===== src/rtl/alu_exec_if.sv =====
// Handshake bundle for the execute unit.
//
// Handshake rule (both directions): a transfer happens on a rising clock edge
// where valid and ready are both high. The producer holds valid and its
// payload stable until that edge. Ready may depend on state only, never on valid.
//
//   upstream side  : in_valid, in_ready, alu_inst, op_a, op_b
//   downstream side: out_valid, out_ready, result, carry, branch_taken, illegal
//
// The master modport is the side that issues operations and consumes results.
// The slave modport is the execute unit.
interface alu_exec_if #(
  parameter int WIDTH = 8
);
  logic             in_valid;
  logic             in_ready;
  logic [3:0]       alu_inst;
  logic [WIDTH-1:0] op_a;
  logic [WIDTH-1:0] op_b;
  logic             out_valid;
  logic             out_ready;
  logic [WIDTH-1:0] result;
  logic             carry;
  logic             branch_taken;
  logic             illegal;

  modport master (
    output in_valid, alu_inst, op_a, op_b, out_ready,
    input  in_ready, out_valid, result, carry, branch_taken, illegal
  );

  modport slave (
    input  in_valid, alu_inst, op_a, op_b, out_ready,
    output in_ready, out_valid, result, carry, branch_taken, illegal
  );
endinterface


===== src/rtl/alu_exec.sv =====
// Execute unit: takes a decoded 4-bit ALU op and two operands, and returns a
// registered result with carry/borrow, a branch-compare outcome and an
// illegal-opcode flag.
//
// Ports:
//   clk       rising-edge clock
//   rst_n     asynchronous active-low reset
//   bus       alu_exec_if.slave (in/out valid-ready handshake plus payloads)
//   dbg_state current FSM state (0 IDLE, 1 SHIFT, 2 DONE), used for observation only
//
// Arithmetic, compare and illegal ops complete in one cycle. Shifts move one
// bit position per cycle, so a shift by k takes k+1 cycles from accept to
// out_valid. A result stays in DONE until the consumer takes it. The handoff
// cycle never accepts a new op, so throughput is at most one op per 2 cycles.
module alu_exec #(
  parameter int WIDTH = 8,
  parameter int SHW   = $clog2(WIDTH)
) (
  input  logic          clk,
  input  logic          rst_n,
  alu_exec_if.slave     bus,
  output logic [1:0]    dbg_state
);

  localparam logic [3:0] OP_ADD = 4'b0000;
  localparam logic [3:0] OP_SUB = 4'b0001;
  localparam logic [3:0] OP_SFL = 4'b0010;
  localparam logic [3:0] OP_SFR = 4'b0011;
  localparam logic [3:0] OP_INC = 4'b0100;
  localparam logic [3:0] OP_DEC = 4'b0101;
  localparam logic [3:0] OP_BNE = 4'b0110;
  localparam logic [3:0] OP_BEQ = 4'b0111;
  localparam logic [3:0] OP_BLT = 4'b1000;

  localparam logic [WIDTH-1:0] ONE_W  = WIDTH'(1);
  localparam logic [SHW-1:0]   ONE_SH = SHW'(1);

  typedef enum logic [1:0] {
    IDLE  = 2'd0,
    SHIFT = 2'd1,
    DONE  = 2'd2
  } state_t;

  state_t           state_q, state_d;
  logic [WIDTH-1:0] acc_q, acc_d;
  logic [SHW-1:0]   cnt_q, cnt_d;
  logic             dir_q, dir_d;      // 1 = logical right shift
  logic [WIDTH-1:0] res_q, res_d;
  logic             carry_q, carry_d;
  logic             taken_q, taken_d;
  logic             ill_q, ill_d;

  logic [WIDTH:0]   sum_ext;
  logic [WIDTH-1:0] acc_sh;
  logic [SHW-1:0]   shamt;

  always_ff @(posedge clk or negedge rst_n) begin
    if (!rst_n) begin
      state_q <= IDLE;
      acc_q   <= '0;
      cnt_q   <= '0;
      dir_q   <= 1'b0;
      res_q   <= '0;
      carry_q <= 1'b0;
      taken_q <= 1'b0;
      ill_q   <= 1'b0;
    end else begin
      state_q <= state_d;
      acc_q   <= acc_d;
      cnt_q   <= cnt_d;
      dir_q   <= dir_d;
      res_q   <= res_d;
      carry_q <= carry_d;
      taken_q <= taken_d;
      ill_q   <= ill_d;
    end
  end

  always_comb begin
    state_d = state_q;
    acc_d   = acc_q;
    cnt_d   = cnt_q;
    dir_d   = dir_q;
    res_d   = res_q;
    carry_d = carry_q;
    taken_d = taken_q;
    ill_d   = ill_q;
    sum_ext = {1'b0, bus.op_a} + {1'b0, bus.op_b};
    shamt   = bus.op_b[SHW-1:0];
    acc_sh  = dir_q ? (acc_q >> 1) : (acc_q << 1);

    unique case (state_q)
      IDLE: begin
        // in_ready is high throughout IDLE, so in_valid alone means accept.
        if (bus.in_valid) begin
          state_d = DONE;
          res_d   = '0;
          carry_d = 1'b0;
          taken_d = 1'b0;
          ill_d   = 1'b0;
          case (bus.alu_inst)
            OP_ADD: begin
              res_d   = sum_ext[WIDTH-1:0];
              carry_d = sum_ext[WIDTH];
            end
            OP_SUB: begin
              res_d   = bus.op_a - bus.op_b;
              carry_d = (bus.op_a < bus.op_b);
            end
            OP_INC: begin
              res_d   = bus.op_a + ONE_W;
              carry_d = &bus.op_a;
            end
            OP_DEC: begin
              res_d   = bus.op_a - ONE_W;
              carry_d = (bus.op_a == '0);
            end
            OP_BNE: taken_d = (bus.op_a != bus.op_b);
            OP_BEQ: taken_d = (bus.op_a == bus.op_b);
            OP_BLT: taken_d = (bus.op_a < bus.op_b);
            OP_SFL, OP_SFR: begin
              if (shamt == '0) begin
                res_d = bus.op_a;
              end else begin
                // Outputs keep their old values until the DONE entry edge.
                state_d = SHIFT;
                acc_d   = bus.op_a;
                cnt_d   = shamt;
                dir_d   = (bus.alu_inst == OP_SFR);
                res_d   = res_q;
                carry_d = carry_q;
                taken_d = taken_q;
                ill_d   = ill_q;
              end
            end
            default: ill_d = 1'b1;
          endcase
        end
      end

      SHIFT: begin
        acc_d = acc_sh;
        cnt_d = cnt_q - ONE_SH;
        // cnt_q == 1 means this edge applies the last shift.
        if (cnt_q == ONE_SH) begin
          state_d = DONE;
          res_d   = acc_sh;
          carry_d = 1'b0;
          taken_d = 1'b0;
          ill_d   = 1'b0;
        end
      end

      DONE: begin
        if (bus.out_ready) state_d = IDLE;
      end

      default: state_d = IDLE;
    endcase
  end

  assign bus.in_ready     = (state_q == IDLE);
  assign bus.out_valid    = (state_q == DONE);
  assign bus.result       = res_q;
  assign bus.carry        = carry_q;
  assign bus.branch_taken = taken_q;
  assign bus.illegal      = ill_q;
  assign dbg_state        = state_q;

endmodule

===== src/flat_wrapper.sv =====
// flat-port wrapper written by rule: the top's interface ports become plain ports
module alu_exec_flat 
#(
  parameter int WIDTH = 8,
  parameter int SHW   = $clog2(WIDTH)
)
  (clk, rst_n, dbg_state, bus_in_valid, bus_alu_inst, bus_op_a, bus_op_b, bus_out_ready, bus_in_ready, bus_out_valid, bus_result, bus_carry, bus_branch_taken, bus_illegal);
  alu_exec_if #(.WIDTH(WIDTH)) bus_i ();
  input  logic clk;
  input  logic rst_n;
  output logic [1:0] dbg_state;
  input wire logic [$bits(bus_i.in_valid)-1:0] bus_in_valid;
  input wire logic [$bits(bus_i.alu_inst)-1:0] bus_alu_inst;
  input wire logic [$bits(bus_i.op_a)-1:0] bus_op_a;
  input wire logic [$bits(bus_i.op_b)-1:0] bus_op_b;
  input wire logic [$bits(bus_i.out_ready)-1:0] bus_out_ready;
  output wire logic [$bits(bus_i.in_ready)-1:0] bus_in_ready;
  output wire logic [$bits(bus_i.out_valid)-1:0] bus_out_valid;
  output wire logic [$bits(bus_i.result)-1:0] bus_result;
  output wire logic [$bits(bus_i.carry)-1:0] bus_carry;
  output wire logic [$bits(bus_i.branch_taken)-1:0] bus_branch_taken;
  output wire logic [$bits(bus_i.illegal)-1:0] bus_illegal;
  assign bus_i.in_valid = bus_in_valid;
  assign bus_i.alu_inst = bus_alu_inst;
  assign bus_i.op_a = bus_op_a;
  assign bus_i.op_b = bus_op_b;
  assign bus_i.out_ready = bus_out_ready;
  assign bus_in_ready = bus_i.in_ready;
  assign bus_out_valid = bus_i.out_valid;
  assign bus_result = bus_i.result;
  assign bus_carry = bus_i.carry;
  assign bus_branch_taken = bus_i.branch_taken;
  assign bus_illegal = bus_i.illegal;
  alu_exec #(.WIDTH(WIDTH), .SHW(SHW)) u_core (.clk(clk), .rst_n(rst_n), .bus(bus_i), .dbg_state(dbg_state));
endmodule

===== config.mk =====
export PLATFORM = sky130hd
export DESIGN_NAME = alu_exec_flat
export DESIGN_NICKNAME = d
export VERILOG_FILES = /design/src/rtl/alu_exec_if.sv /design/src/rtl/alu_exec.sv /design/src/flat_wrapper.sv
export SDC_FILE = /design/constraint.sdc
export NUM_CORES = 1
export LEC_CHECK = 0
export ABC_AREA = 1
export BUFFER_PORTS_ARGS = -buffer_cell sky130_fd_sc_hd__buf_2
export CAP_MARGIN = 20
export CORE_MARGIN = 1
export CORE_UTILIZATION = 30
export CTS_CLUSTER_SIZE = 24
export DETAILED_ROUTE_END_ITERATION = 12
export GPL_ROUTABILITY_DRIVEN = 0
export SYNTH_ARGS = -nofsm -noshare
export SYNTH_HDL_FRONTEND = slang
export SYNTH_SLANG_ARGS = --single-unit

===== constraint.sdc =====
create_clock -name clk -period 2.6 [get_ports clk]
set_input_delay 0.26 -clock clk [delete_from_list [all_inputs] [get_ports clk]]
set_output_delay 0.26 -clock clk [all_outputs]
set_load 0.02 [all_outputs]

# ---- Word level (Yosys, flattened, before mapping)
# Cells that the tools add are included.
dict set report word_totals {
  latch_bits 0
  memories 0
  ff_bits 25
  mem_bits_ro 0
  mem_bits_rw 0
  input_bits 24
  output_inout_bits 15
  elab_cells 77
}
dict set report op_classes {
  eq_ne 19
  n_div 0
  shifts 0
  multipliers 0
  bitwise 1
  mux 31
  n_lt_le_gt_ge 1
  reduce_logical 12
  addsub 5
}
# cell n
set op_table {}
lappend op_table {{8-bit two-way mux} 7}
lappend op_table {{8-bit one-hot mux with 5 select lines} 1}
lappend op_table {{8-bit one-hot mux with 2 select lines} 2}
lappend op_table {{4-bit by 3-bit == test with 1-bit output (second input constant)} 4}
lappend op_table {{4-bit AND reduction} 3}
lappend op_table {{2-bit two-way mux} 5}
lappend op_table {{8-bit by 8-bit adder with 9-bit output} 1}
lappend op_table {{3-bit two-way mux} 3}
lappend op_table {{8-bit by 1-bit adder with 8-bit output (second input constant)} 1}
lappend op_table {{4-bit by 2-bit == test with 1-bit output (second input constant)} 2}
lappend op_table {{8-bit == test} 1}
lappend op_table {{8-bit zero test} 1}
lappend op_table {{8-bit less-than comparator} 1}
lappend op_table {{8-bit inequality test} 1}
lappend op_table {{1-bit one-hot mux with 2 select lines} 4}
lappend op_table {{8-bit AND reduction} 1}
lappend op_table {{8-bit by 1-bit subtractor with 8-bit output (second input constant)} 1}
lappend op_table {{8-bit subtractor} 1}
lappend op_table {{7-bit OR reduction} 1}
lappend op_table {{2-bit inequality test (second input constant)} 3}
lappend op_table {{2-bit one-hot mux with 3 select lines} 1}
lappend op_table {{3-bit one-hot mux with 2 select lines} 1}
lappend op_table {{1-bit two-way mux} 5}
lappend op_table {{1-bit one-hot mux with 5 select lines} 1}
lappend op_table {{16 further kinds} 17}

# ---- Depth between registers and ports, before layout
dict set report depth {
  ltp_word 5
  ltp_mapped 20
}

# ---- Worst setup path after synthesis
# Ideal clock, no wire load.
dict set report synth_path {
  path_kind {input to register}
  start {in bus_op_b[2]}
  end {reg u_core.res_q[6], in the netlist u_core.bus.result[6]}
  setup_ps 120
  path_stages 14
  setup_slack_ps 880
  n_path_buf 1
  arrival_ps 1600
  t_required_ps 2480
  path_cell_list {inv_1 > ha_1 > clkbuf_1 > inv_1 > nand3_1 > nand2_1 > nand2_1 > nand2_1 > a21oi_1 > or2_2 > nand2_1 > nand3_1 > nand2_1 > a21oi_2}
}
dict set report synth_via {
  elab_chain_cells 4
  word_cells_on_any_way 8
  cone_classes {2 x add/sub; 1 x eq/ne; 3 x mux; 2 x reduce/logical}
}
# item line_no
set synth_rtl {}
lappend synth_rtl {{start: declaration} flat_wrapper.sv:15} ;# input wire logic [$bits(bus_i.op_b)-1:0] bus_op_b;
lappend synth_rtl {{8-bit subtractor or 8-bit by 8-bit adder with 9-bit output (tied branches)} {alu_exec.sv:107, alu_exec.sv:88}}
lappend synth_rtl {{8-bit one-hot mux with 5 select lines} alu_exec.sv:101} ;# case (bus.alu_inst)
lappend synth_rtl {{8-bit two-way mux} alu_exec.sv:95} ;# if (bus.in_valid) begin
lappend synth_rtl {{8-bit one-hot mux with 2 select lines} alu_exec.sv:92} ;# unique case (state_q)
lappend synth_rtl {{end signal: assignment} alu_exec.sv:72} ;# res_q <= res_d;
lappend synth_rtl {{end: declaration} alu_exec.sv:48} ;# logic [WIDTH-1:0] res_q, res_d;
# Several ways; a longest one is shown, not always the timed one. The select of a mux whose other input is x is not followed.
# A chain may end at the register's enable or synchronous reset.

# ---- Final worst setup path
dict set report layout_path {
  start {in bus_op_a[0]}
  end {reg u_core.carry_q, in the netlist u_core.bus.carry}
}
dict set report layout_via {
  elab_chain_cells 4
  word_cells_on_any_way 7
  cone_classes {1 x add/sub; 1 x order compare; 3 x mux; 2 x reduce/logical}
}
# item line_no
set layout_rtl {}
lappend layout_rtl {{start: declaration} flat_wrapper.sv:14} ;# input wire logic [$bits(bus_i.op_a)-1:0] bus_op_a;
lappend layout_rtl {{8-bit by 8-bit adder with 9-bit output (tied with other cells)} alu_exec.sv:88} ;# sum_ext = {1'b0, bus.op_a} + {1'b0, bus.op_b};
lappend layout_rtl {{1-bit one-hot mux with 5 select lines (*)} alu_exec.sv:101}
lappend layout_rtl {{1-bit two-way mux (*)} alu_exec.sv:95}
lappend layout_rtl {{1-bit one-hot mux with 2 select lines (*)} alu_exec.sv:92}
lappend layout_rtl {{end signal: assignment} alu_exec.sv:73} ;# carry_q <= carry_d;
lappend layout_rtl {{end: declaration} alu_exec.sv:49} ;# logic carry_q, carry_d;
# Every way passes the cells marked *; elsewhere a longest branch is shown, timed or not. The select of a mux whose other input is x is not followed.

==> flow_summary.yaml <==
clock_network:
  cts.path.max_buffers: 2
  root_buffer: "clkbuf_8"
  htree_levels: 1
  clk_pin_slew_ns: 0.08
  insertion_delay_ns: 0.27
  tritoncts: "yes"
  cts-buffers-inserted: 3
  cts.sinks: 25
yosys:
  synth_area_um2: 2620
  synth_common_cells: "nand2_1 (84), inv_1 (62), nor2_1 (38)"
  yosys-top-cells-area: "dfrtp_1 (24%), nand2_1 (12%), ha_1 (9.1%)"
  synth-edff-count: 0
  syn_inst: 394
  synth.avg_cell_area_um2: 6.64
  synth_seq_area_share_pct: 23.9
  synth_nets: 439
  ys_warn_count: 0
  async_flop_share_pct: 100
  synth_area_leader_cell: "dfrtp_1"
  synth_top_area_share_pct: 23.9
  synth-seq-cells: 25
  ys.flop_type: "dfrtp_1"
  synth.distinct_cells: 47
  yosysMostFrequentCell: "nand2_1"
sta:
  fmax_ghz: 0.485
  relSlewSlack_pct: 61.7
  clock_skew_ns: 0.00284
  setup_viol: 0
  rsz0062_at_grt: "false"
  finalSetupTns_ns: 0
  tightest_slew_ns: 0.574
  slew_viol_final: 0
  finalCriticalPeriod_ns: 2.06
  period_share_pct: 79.4
  hold_viol: 0
setup_path:
  worst-path-max-fanout: 4
  r2r_end: "u_core.bus.result[1]"
  worstPathCellList: "buf_2 > inv_1 > ha_1 > inv_1 > fa_1 > nand2_1 > nand2_1 > a221oi_1 > nand2_1 > nand3_1 > nand3_1 > nand2_1"
  reg2reg_slack_ns: 0.76
  slowest_delay_ns: 0.55
  crit_path_frequent_cell: "nand2_1"
  crit_buf_inv: 3
  critPathRequiredTime_ns: 2.81
  criticalPathCategory: "in -> reg"
  cp_slowest_cell: "a221oi_1"
  r2r_cells: 8
  critPathCaptureType: "flop"
  start_kind: "input pin"
  cp.arrival_ns: 2.28
  reg2reg_from: "u_core.dbg_state[0]"
  crit_family: "simple AND/OR/NAND/NOR gates"
layout:
  drive_above_1_share_pct: 16.9
  multi_input_area_um2: 1670
  areaGrowthSynthToFinish_pct: 13.1
  diodes: 0
  design_area_um2: 2960
  nNetsFinal: 477
  fillCellCount: 923
  seqCellArea_um2: 626
route:
  wire_per_inst_um: 14.2
  antenna_left: 0
  drt_first_iter_violations: 173
  dr.pass1.iters: 4
  drc: 0
  vias: 2733
  avgViaCountPerCell: 5.10
  drt_wl_total_um: 7600
global_route:
  antenna_found_initial: 0
  grt_pass1_wl_um: 12600
  grt_overflow: 0
  track_usage_pct: 17.7
  grt_pass1_vias: 2625
  grt_max_degree: 26
die:
  die_w_um: 95.4
  die-area_um2: 9100
  num_rows: 33
  die_h_um: 95.4
  initial_core_util_pct: 31.4
  io_pins: 39
  fp.coreArea_um2: 8340
place:
  placed_cell_area_um2: 2910
  dp_hpwl_um: 6150
  io_buffers: 38
hold_path:
  hp-class: "in -> reg"
  hold_start: "bus_out_ready"
  min_to: "u_core.dbg_state[1]"
  hold_path_depth: 2
job:
  maxCapViolCount: 0
power_and_ir_drop:
  power_density_nw_per_um2: 616
  ir_worst_vdd_mv: 0.231
  p_leak_nw: 1.54
run_status:
  status: "complete, no violations"
==> cell usage in the layout (no fill, tap or decap), drive strengths merged, types with 2 or more instances in the layout <==
cell     n
nand2   88
inv     69
clkbuf   4
a221oi   2
a32oi    2
a22oi    2
a21oi   22
nor2    43
nor3     2
nand3   35
o211ai   3
a31oi    5
o21ai   28
nand4   10
o22ai    6
nor4     2
o21bai   3
ha      19
fa       2
dfrtp   25
o21a     2
buf     42
xor2     2
or2      4
==> worst max path at each step <==
stage	from	endpoint	slack, ns	cells past startpoint
finish	bus_op_a[0]	u_core.bus.carry	0.54	12
global route	bus_op_a[0]	u_core.bus.carry	0.48	12
CTS	bus_op_a[0]	u_core.bus.carry	0.61	12
detailed placement	bus_op_a[0]	u_core.bus.carry	0.33	12
global placement	bus_op_a[0]	u_core.bus.carry	0.34	12
floorplan	bus_op_b[2]	u_core.bus.result[6]	0.88	14
==> layout make-up <==
class	count	share of cell area (%)
inverter	69	8.75
sequential	25	21.1
clock buffer	4	1.52
tap	105	4.44
multi-input combinational	290	56.4
timing repair buffer	43	7.77
==> registers in the layout, summed over array words and instances (netlist names) <==
name                     count
u_core.bus.carry             1
u_core.dbg_state             2
u_core.dir_q                 1
u_core.bus.branch_taken      1
u_core.cnt_q                 3
u_core.bus.illegal           1
u_core.acc_q                 8
u_core.bus.result            8
==> what timing repair did <==
item | 4_1_cts | 5_1_grt
resized for setup | 0 | 0
hold buffers | 1 | 0
setup buffers | 0 | 0
endpoints found under the hold margin | 25 | 0
==> cells by family after synthesis <==
group / share of synthesized area [%]
AO/OA/AOI/OAI: 19.3
XOR/XNOR: 1.00
adder cells (fa/ha/maj): 10.6
buffers and inverters: 12.3
flip-flops: 23.9
AND/OR/NAND/NOR: 32.9
==> stage by stage <==
step / hold WS [ns] / setup WS, ns / std cells / utilization, % / total power [mW]
4_1_cts: 0.141 / 0.614 / 536 / 35.5 / 1.84
6_report: 0.148 / 0.537 / 536 / 35.5 / 1.83
3_3_place_gp: 0.285 / 0.339 / 531 / 34.8 / 1.59
3_5_place_dp: 0.290 / 0.332 / 531 / 34.8 / 1.60
2_1_floorplan: -0.0356 / 0.880 / 394 / - / 1.31
5_1_grt: 0.143 / 0.476 / 536 / 35.5 / 1.99
==> power breakdown <==
group          switching, mW  internal, mW  total, mW
Combinational          0.610         0.320      0.931
Clock                  0.122         0.110      0.231
Sequential            0.0959         0.567      0.663
Total                  0.828         0.997       1.83
==> per-layer routing <==
layer  up-vias  global-route usage, %  share of wire [%]
li1       1367                      -                  -
met1      1256                   24.1                 48
met2        95                   29.5                 45
met3        15                   1.36                5.4
met4         0                   5.60                1.9
met5         -                      0                  0
(Power assumes the default switching activity.)
